File: config.mk
export PLATFORM = sky130hd
export DESIGN_NAME = mask_apply
export DESIGN_NICKNAME = d
export VERILOG_FILES = /design/src/rtl/mask_apply_pkg.sv /design/src/rtl/mask_apply_pixel_fifo.sv /design/src/rtl/mask_apply.sv
export SDC_FILE = /design/constraint.sdc
export NUM_CORES = 1
export LEC_CHECK = 0
export ABC_AREA = 1
export CAP_MARGIN = 20
export CORE_MARGIN = 2
export CORE_UTILIZATION = 47
export DETAILED_ROUTE_END_ITERATION = 6
export PLACE_DENSITY = 0.63
export SYNTH_ARGS = -nofsm -noshare
export SYNTH_HDL_FRONTEND = slang
export SYNTH_HIERARCHICAL = 1
export SYNTH_SLANG_ARGS = --single-unit
File: constraint.sdc
create_clock -name i_CLK -period 3.8 [get_ports i_CLK]
set_input_delay 0.76 -clock i_CLK [delete_from_list [all_inputs] [get_ports i_CLK]]
set_output_delay 0.76 -clock i_CLK [all_outputs]
set_load 0.005 [all_outputs]
File: src/rtl/mask_apply_pkg.sv
// mask_apply_pkg: shared pixel type and constants for the mask apply stage
package mask_apply_pkg;
  typedef logic [23:0] pixel_t;
  localparam pixel_t DEFAULT_BG_COLOR = 24'h000000;
  localparam int FG_COUNT_W = 32;
endpackage

File: src/rtl/mask_apply_pixel_fifo.sv
// pixel_fifo: pixel buffer holding pixels while their masks are in flight
// Ports: clk/rst_n (async active-low), push/din write side, pop read side,
// dout combinational head, level occupancy, full/empty status.
// Pushes on a full FIFO are taken only when a pop frees a slot in the same
// cycle; pops on an empty FIFO are ignored, so a same-cycle push into an
// empty FIFO is never visible to the pop.
module pixel_fifo
  import mask_apply_pkg::*;
#(
  parameter int DATA_WIDTH = 24,
  parameter int DEPTH = 16
) (
  input  logic                     clk,
  input  logic                     rst_n,
  input  logic                     push,
  input  logic                     pop,
  input  logic [DATA_WIDTH-1:0]    din,
  output logic [DATA_WIDTH-1:0]    dout,
  output logic [$clog2(DEPTH):0]   level,
  output logic                     full,
  output logic                     empty
);
  localparam int AW = $clog2(DEPTH);
  logic [DATA_WIDTH-1:0] mem [DEPTH];
  logic [AW:0] wr_ptr, rd_ptr;
  logic push_ok, pop_ok;
  assign empty   = wr_ptr == rd_ptr;
  assign full    = (wr_ptr[AW] != rd_ptr[AW]) && (wr_ptr[AW-1:0] == rd_ptr[AW-1:0]);
  assign level   = wr_ptr - rd_ptr;
  assign pop_ok  = pop && !empty;
  assign push_ok = push && (!full || pop_ok);
  assign dout    = mem[rd_ptr[AW-1:0]];
  always_ff @(posedge clk) begin
    if (push_ok) mem[wr_ptr[AW-1:0]] <= din;
  end
  always_ff @(posedge clk or negedge rst_n) begin
    if (!rst_n) begin
      wr_ptr <= '0;
      rd_ptr <= '0;
    end else begin
      if (push_ok) wr_ptr <= wr_ptr + 1'b1;
      if (pop_ok) rd_ptr <= rd_ptr + 1'b1;
    end
  end
endmodule

File: src/rtl/mask_apply.sv
// mask_apply: pairs ordered mask bits with buffered pixels and emits the
// background-removed pixel one cycle after each mask.
// Ports: i_CLK, i_RSTn (async active-low), i_DATA/i_DATA_VALID pixel stream,
// i_MASK/i_MASK_VALID mask stream, i_CLR clears sticky flags (and counter),
// o_DATA/o_VALID masked pixel, o_LEVEL FIFO occupancy, o_OVERFLOW and
// o_UNDERFLOW sticky error flags.
// Optional: define MASK_APPLY_FG_COUNT_EN to add o_FG_COUNT, a saturating
// count of foreground output pixels.
module mask_apply
  import mask_apply_pkg::*;
#(
  parameter int DATA_WIDTH = 24,
  parameter int DEPTH = 16,
  parameter logic [DATA_WIDTH-1:0] BG_COLOR = DATA_WIDTH'(DEFAULT_BG_COLOR)
) (
  input  logic                    i_CLK,
  input  logic                    i_RSTn,
  input  logic [DATA_WIDTH-1:0]   i_DATA,
  input  logic                    i_DATA_VALID,
  input  logic                    i_MASK,
  input  logic                    i_MASK_VALID,
  input  logic                    i_CLR,
`ifdef MASK_APPLY_FG_COUNT_EN
  output logic [FG_COUNT_W-1:0]   o_FG_COUNT,
`endif
  output logic [DATA_WIDTH-1:0]   o_DATA,
  output logic                    o_VALID,
  output logic [$clog2(DEPTH):0]  o_LEVEL,
  output logic                    o_OVERFLOW,
  output logic                    o_UNDERFLOW
);
  logic [DATA_WIDTH-1:0] head;
  logic full, empty, pop_ok, ovf_set, udf_set;
  pixel_fifo #(.DATA_WIDTH(DATA_WIDTH), .DEPTH(DEPTH)) u_fifo (
    .clk   (i_CLK),
    .rst_n (i_RSTn),
    .push  (i_DATA_VALID),
    .pop   (i_MASK_VALID),
    .din   (i_DATA),
    .dout  (head),
    .level (o_LEVEL),
    .full  (full),
    .empty (empty)
  );
  assign pop_ok  = i_MASK_VALID && !empty;
  assign udf_set = i_MASK_VALID && empty;
  // a full FIFO still accepts the pixel when a pop frees a slot this cycle
  assign ovf_set = i_DATA_VALID && full && !pop_ok;
  always_ff @(posedge i_CLK or negedge i_RSTn) begin
    if (!i_RSTn) begin
      o_DATA      <= '0;
      o_VALID     <= 1'b0;
      o_OVERFLOW  <= 1'b0;
      o_UNDERFLOW <= 1'b0;
    end else begin
      o_VALID     <= pop_ok;
      o_DATA      <= pop_ok ? (i_MASK ? head : BG_COLOR) : o_DATA;
      o_OVERFLOW  <= ovf_set || (o_OVERFLOW && !i_CLR);
      o_UNDERFLOW <= udf_set || (o_UNDERFLOW && !i_CLR);
    end
  end
`ifdef MASK_APPLY_FG_COUNT_EN
  logic fg_inc;
  assign fg_inc = pop_ok && i_MASK;
  // increment takes priority over clear; the count sticks at all-ones
  always_ff @(posedge i_CLK or negedge i_RSTn) begin
    if (!i_RSTn) o_FG_COUNT <= '0;
    else o_FG_COUNT <= fg_inc ? o_FG_COUNT + FG_COUNT_W'(!(&o_FG_COUNT)) : i_CLR ? '0 : o_FG_COUNT;
  end
`endif
endmodule

* Word-level counts from Yosys, hierarchy flattened
Memories as Yosys holds them, arrays and structs flattened.
Cells that the tools add are included.
** Storage, ports and cells
- Output and inout bits :: 32
- Word-level logic and storage cells :: 31
- Memories :: 1
- Memory bits (writable) :: 384
- Register bits after elaboration :: 37
- Input port bits :: 30
** Cells by class
- Add/subtract/negate cells :: 3
- Reduce and logical (&&, ||, !) cells :: 15
- Equality and inequality tests :: 3
- Mux-type cells :: 3
** Memory list
- u_fifo.mem :: depth 16, bits a word 24, rd ports 1, clocked after memory_dff 0, wr ports 1, RTL line mask_apply_pixel_fifo.sv:24 : logic [DATA_WIDTH-1:0] mem [DEPTH];
** Operators by type and width (count)
- $mux W24 :: 1
- $add A5 B1 Y5 const B :: 2
- $logic_and A1 B1 Y1 :: 8
- $eq A5 B5 Y1 :: 1
- $sub A5 B5 Y5 :: 1
- $eq A4 B4 Y1 :: 1
- $logic_not A1 Y1 :: 4
- $logic_or A1 B1 Y1 :: 3
- $mux W1 :: 2
- $ne A1 B1 Y1 :: 1

* Logic depth before layout (Yosys ltp)
Gate-level depths: netlist (run 1).
- Depth after elaboration :: 7
- Mapped depth :: 15
- Mapped depth without buffers :: 12

* Modules after synthesis
The synthesis (run 1) kept the hierarchy.
** Modules (own cells, without submodules)
- pixel_fifo :: cells each 1769, area each 17625.7 um^2, times used 1, sequential area each 11781.3 um^2
- mask_apply :: cells each 165, area each 1222.4 um^2, times used 1, sequential area each 675.6 um^2

* Worst setup path before layout (run 1)
No wires, ideal clock.
- Path kind :: register -> register
- Start point :: reg u_fifo.rd_ptr[1]
- End point :: mem u_fifo.mem[10][0] (enable)
- Data arrival time :: 2.697 ns
- Cell stages (with the launch flop) :: 12
- Buffers on the path :: 4
- Clock period less this slack :: 3.102 ns
- Path slack :: 0.698 ns
- Required time :: 3.395 ns
- Library setup time :: 0.405 ns
- Cells stage by stage :: dfrtp_1 buf_4 inv_4 buf_4 buf_2 ha_1 nand2_1 nor2_4 nand4_4 nand2_2 buf_4 nor2_1
** Between the ends
- Word-level cells in the longest chain between the ends :: 7
- Elaborated cells on any way between the ends :: 10
- Those cells by class :: eq/ne (2); mux (2); reduce/logical (6)
** RTL lines
- from (decl) :: RTL line mask_apply_pixel_fifo.sv:25 : logic [AW:0] wr_ptr, rd_ptr;
- from (signal assigned) :: RTL line mask_apply_pixel_fifo.sv:42 : if (pop_ok) rd_ptr <= rd_ptr + 1'b1;
- $eq A5 B5 Y1 / $eq A4 B4 Y1 (equally long branches) :: RTL line mask_apply_pixel_fifo.sv:27, mask_apply_pixel_fifo.sv:28
- $logic_not A1 Y1 / $logic_and A1 B1 Y1 (equally long branches) :: RTL line mask_apply_pixel_fifo.sv:30, mask_apply_pixel_fifo.sv:28
- $logic_and A1 B1 Y1 / $logic_not A1 Y1 (equally long branches) :: RTL line mask_apply_pixel_fifo.sv:30, mask_apply_pixel_fifo.sv:31
- $logic_or A1 B1 Y1 (*) :: RTL line mask_apply_pixel_fifo.sv:31 : assign push_ok = push && (!full || pop_ok);
- $logic_and A1 B1 Y1 (*) :: RTL line mask_apply_pixel_fifo.sv:31
- $mux W1 (*) :: RTL line mask_apply_pixel_fifo.sv:34 : if (push_ok) mem[wr_ptr[AW-1:0]] <= din;
- $mux W1 (implied by the code) (*) :: RTL line mask_apply_pixel_fifo.sv:34
- to (decl) :: RTL line mask_apply_pixel_fifo.sv:24
Mark *: on every way between the ends. The rest lies on a longest branch, timed or not.

* Final worst setup path (run 1)
- Start point :: reg u_fifo.wr_ptr[0]
- End point :: out o_LEVEL[4]
** Between the ends
- Word-level cells in the longest chain between the ends :: 1
** RTL lines
- from (decl) :: RTL line mask_apply_pixel_fifo.sv:25
- from (signal assigned) :: RTL line mask_apply_pixel_fifo.sv:41 : if (push_ok) wr_ptr <= wr_ptr + 1'b1;
- $sub A5 B5 Y5 :: RTL line mask_apply_pixel_fifo.sv:29 : assign level = wr_ptr - rd_ptr;
- to (decl) :: RTL line mask_apply.sv:28 : output logic [$clog2(DEPTH):0] o_LEVEL,
No other way between the ends.

==> results of run 1 <==
==> placed cells by master, fill, tap and decap left out, drive strengths merged <==
| master | instances |
|---|---|
| dfrtp | 37 |
| ha | 9 |
| clkinv | 10 |
| bufinv | 2 |
| fa | 1 |
| clkinvlp | 2 |
| edfxtp | 384 |
| nand4 | 1 |
| nor2 | 22 |
| nor3 | 1 |
| buf | 35 |
| inv | 404 |
| clkbuf | 66 |
| clkdlybuf4s50 | 59 |
| o21ai | 4 |
| xor2 | 8 |
| nand3 | 251 |
| nand2 | 725 |
| a21oi | 2 |
==> critical path, delay by kind of cell, from the launching register on <==
kind / cells / cell delay (ps)
and+or+nand+nor: 2 / 160
buffers and inverters: 3 / 760
adders and majority gates: 2 / 570
xor gates and xnor gates: 1 / 140
DFF: 1 / 430
==> sequential cells by signal (all words and copies together), names as in the netlist <==
register and flops:
u_fifo/mem 384, o_UNDERFLOW 1, o_VALID 1, o_OVERFLOW 1, u_fifo/rd_ptr 5, o_DATA 24
u_fifo/wr_ptr 5
==> final cells by class <==
| type | instances | area, um2 |
|---|---|---|
| clock buffers | 66 | 1230 |
| flip-flops and latches | 421 | 12500 |
| clock inverters | 13 | 123 |
| well taps | 525 | 657 |
| fillers | 3458 | 18300 |
| multi-input cells | 1024 | 4460 |
| repair buffers | 94 | 906 |
| inverters | 405 | 1530 |
==> how the worst max path moves through the flow <==
stage,start,end,slack [ps],cells past startpoint
final,u_fifo/wr_ptr[0],o_LEVEL[4],420,8
after floorplan,u_fifo/rd_ptr[1],u_fifo/mem[10][0],700,11
after global placement,i_MASK_VALID,u_fifo/mem[1][9],620,7
after global routing,u_fifo/wr_ptr[0],o_LEVEL[4],310,8
after CTS,u_fifo/wr_ptr[0],o_LEVEL[4],420,8
after detailed placement,i_MASK_VALID,u_fifo/mem[0][8],590,7
==> metrics by stage <==
stage | util | hold slack [ps] | cells | cell area (um2) | setup slack (ps)
after floorplan | - | 464 | 1934 | 18800 | 698
after global placement | 0.504 | 462 | 2467 | 20000 | 616
after detailed placement | 0.504 | 465 | 2467 | 20000 | 594
after CTS | 0.538 | 396 | 2546 | 21300 | 424
after global routing | 0.539 | 208 | 2548 | 21400 | 307
final | 0.539 | 187 | 2548 | 21400 | 421
==> logic make-up (layout without fill, tap and decap cells) <==
group / after synthesis / in the layout / share of synthesized area
buffers and inverters: 489 / 578 / 0.109
xor gates and xnor gates: 8 / 8 / 0.00372
adders and majority gates: 10 / 10 / 0.00704
and+or+nand+nor: 1000 / 1000 / 0.218
DFF: 421 / 421 / 0.661
AOI/OAI and AO/OA: 6 / 6 / 0.00159
==> per-layer routing <==
layer | up-vias | track usage
met4 | 0 | 0.0820
met2 | 399 | 0.363
met1 | 5875 | 0.293
li1 | 6137 | -
met3 | 94 | 0.0320
met5 | - | 0
==> power breakdown <==
group / switching (mW) / internal [mW] / total [mW]
Sequential: 0.236 / 5.60 / 5.83
Clock: 1.71 / 2.38 / 4.09
Combinational: 3.54 / 1.77 / 5.31
Total: 5.48 / 9.75 / 15.2
==> reports/summary.txt, run 1 <==
Routed WL: 44.4 mm
Clock transition at path regs: 60 ps
Status: finished clean
PortBufs: 61
Initial drt markers: 1,047
Leading area contributor after synthesis: edfxtp_1
Die width: 204 um
Synthesized area per cell: 9.75 um2
Die Y: 204 um
Hold Buf Count CTS: 0
Critical path type: reg2out
Max-cap violation count: 0
WP data required: 3040 ps
Top layer in use: met4
Commonest cells post-synth: 722 x nand2_1, 398 x inv_1, 384 x edfxtp_1
Top-count cell post-synth: nand2_1
Setup violations, final: 0
H-Tree Depth: 2
GRT Overall Usage: 0.219
Gpl congestion: 0.810
CP most frequent cell: inv_1
Nets: 2,030
Clk buf depth: 3
Top post-synthesis cells by area: edfxtp_1 61%, nand2_1 14%, inv_1 7.9%
Antenna diodes: 0
Maximum VDD drop: 828 uV
Clock Latency Late Sink: 560 ps
CTS tree: done
Critical path endpoint category: output pin
Fin crit period: 3380 ps
Initial antenna violation count: 0
Vias in the first global route: 12.0k
DRC: 0
Placement row count: 73
WL/cell: 17.4 um
Overall power: 15.2 mW
# clock sinks: 421
Fmax: 296 MHz
Worst hold-check path type: in2async
Reg2reg start: u_fifo/rd_ptr[1]
Fraction of layout cells with a size suffix above 1: 0.0608
PwrDens: 713 nW/um2
Routed wire length on met3: 2.99 mm
Cts bufs inserted: 44
Vias per cell: 4.91
Sequential share of the synthesized area: 0.661
Ys async rst share: 0.0879
Die area: 41,700 um2
Core box area: 39,600 um2
Yosys top cell area share: 0.612
Crit path cell chain: inv_1 -> ha_1 -> inv_1 -> fa_1 -> nand3_1 -> nand2_1 -> xor2_1 -> clkdlybuf4s50_1
Area delta synth->final: 13.4%
Slew Limit Fails: 0
Prevailing post-synth register cell: edfxtp_1
Synthesized net count: 1,974
Remaining antenna violation count: 0
Reg2reg end: u_fifo/mem[5][5]
Netlist cell types: 25
Reg2Reg Depth: 9
FF-to-FF setup slack: 900 ps
Initial Utilization: 0.475
Post-route clock skew: 24.2 ps
First-pass GRT wire length: 68.6 mm
Slowest CP cell: clkdlybuf4s50_1
Final Hold Fails: 0
DR WL met2: 20.9 mm
Synthesized area: 18,800 um2
Pre-antenna DRT Iters: 5
Post-CTS Resized: 0
Largest net degree at the start of global routing: 195
Max stage delay on crit path: 520 ps
Final setup TNS: 0 ps
RSZ-0062 raised after global routing: false
Hpwl dp: 23.4 mm
Synth warn: 6
LEAKAGE: 9.68 nW
Max-Slew Margin vs Limit: 0.369
Final period util: 0.889
CP arrival: 2620 ps
Syn Inst Count: 1,934
Buffer count from post-CTS setup fixing: 0
Synthesized flop and latch total: 421
Worst Max-Slew Pin Slew: 946 ps
Peak fanout along the critical path: 5
Io pins: 62
Setup crit start kind: flip-flop
Total gr overflow: 0
Post-Route M1 WL: 19.3 mm
Root Buffer: clkbuf_16
Post-synth EDFFs: 384
Via Count: 12.5k
No activity file was read; power rests on OpenSTA's default activity.
==> inputs of run 2 (changes only) <==
Settings changed: SLEW_MARGIN set to 10.
==> results of run 2 <==
Same layout as run 1: the final DEF is identical, and so are final timing and power.
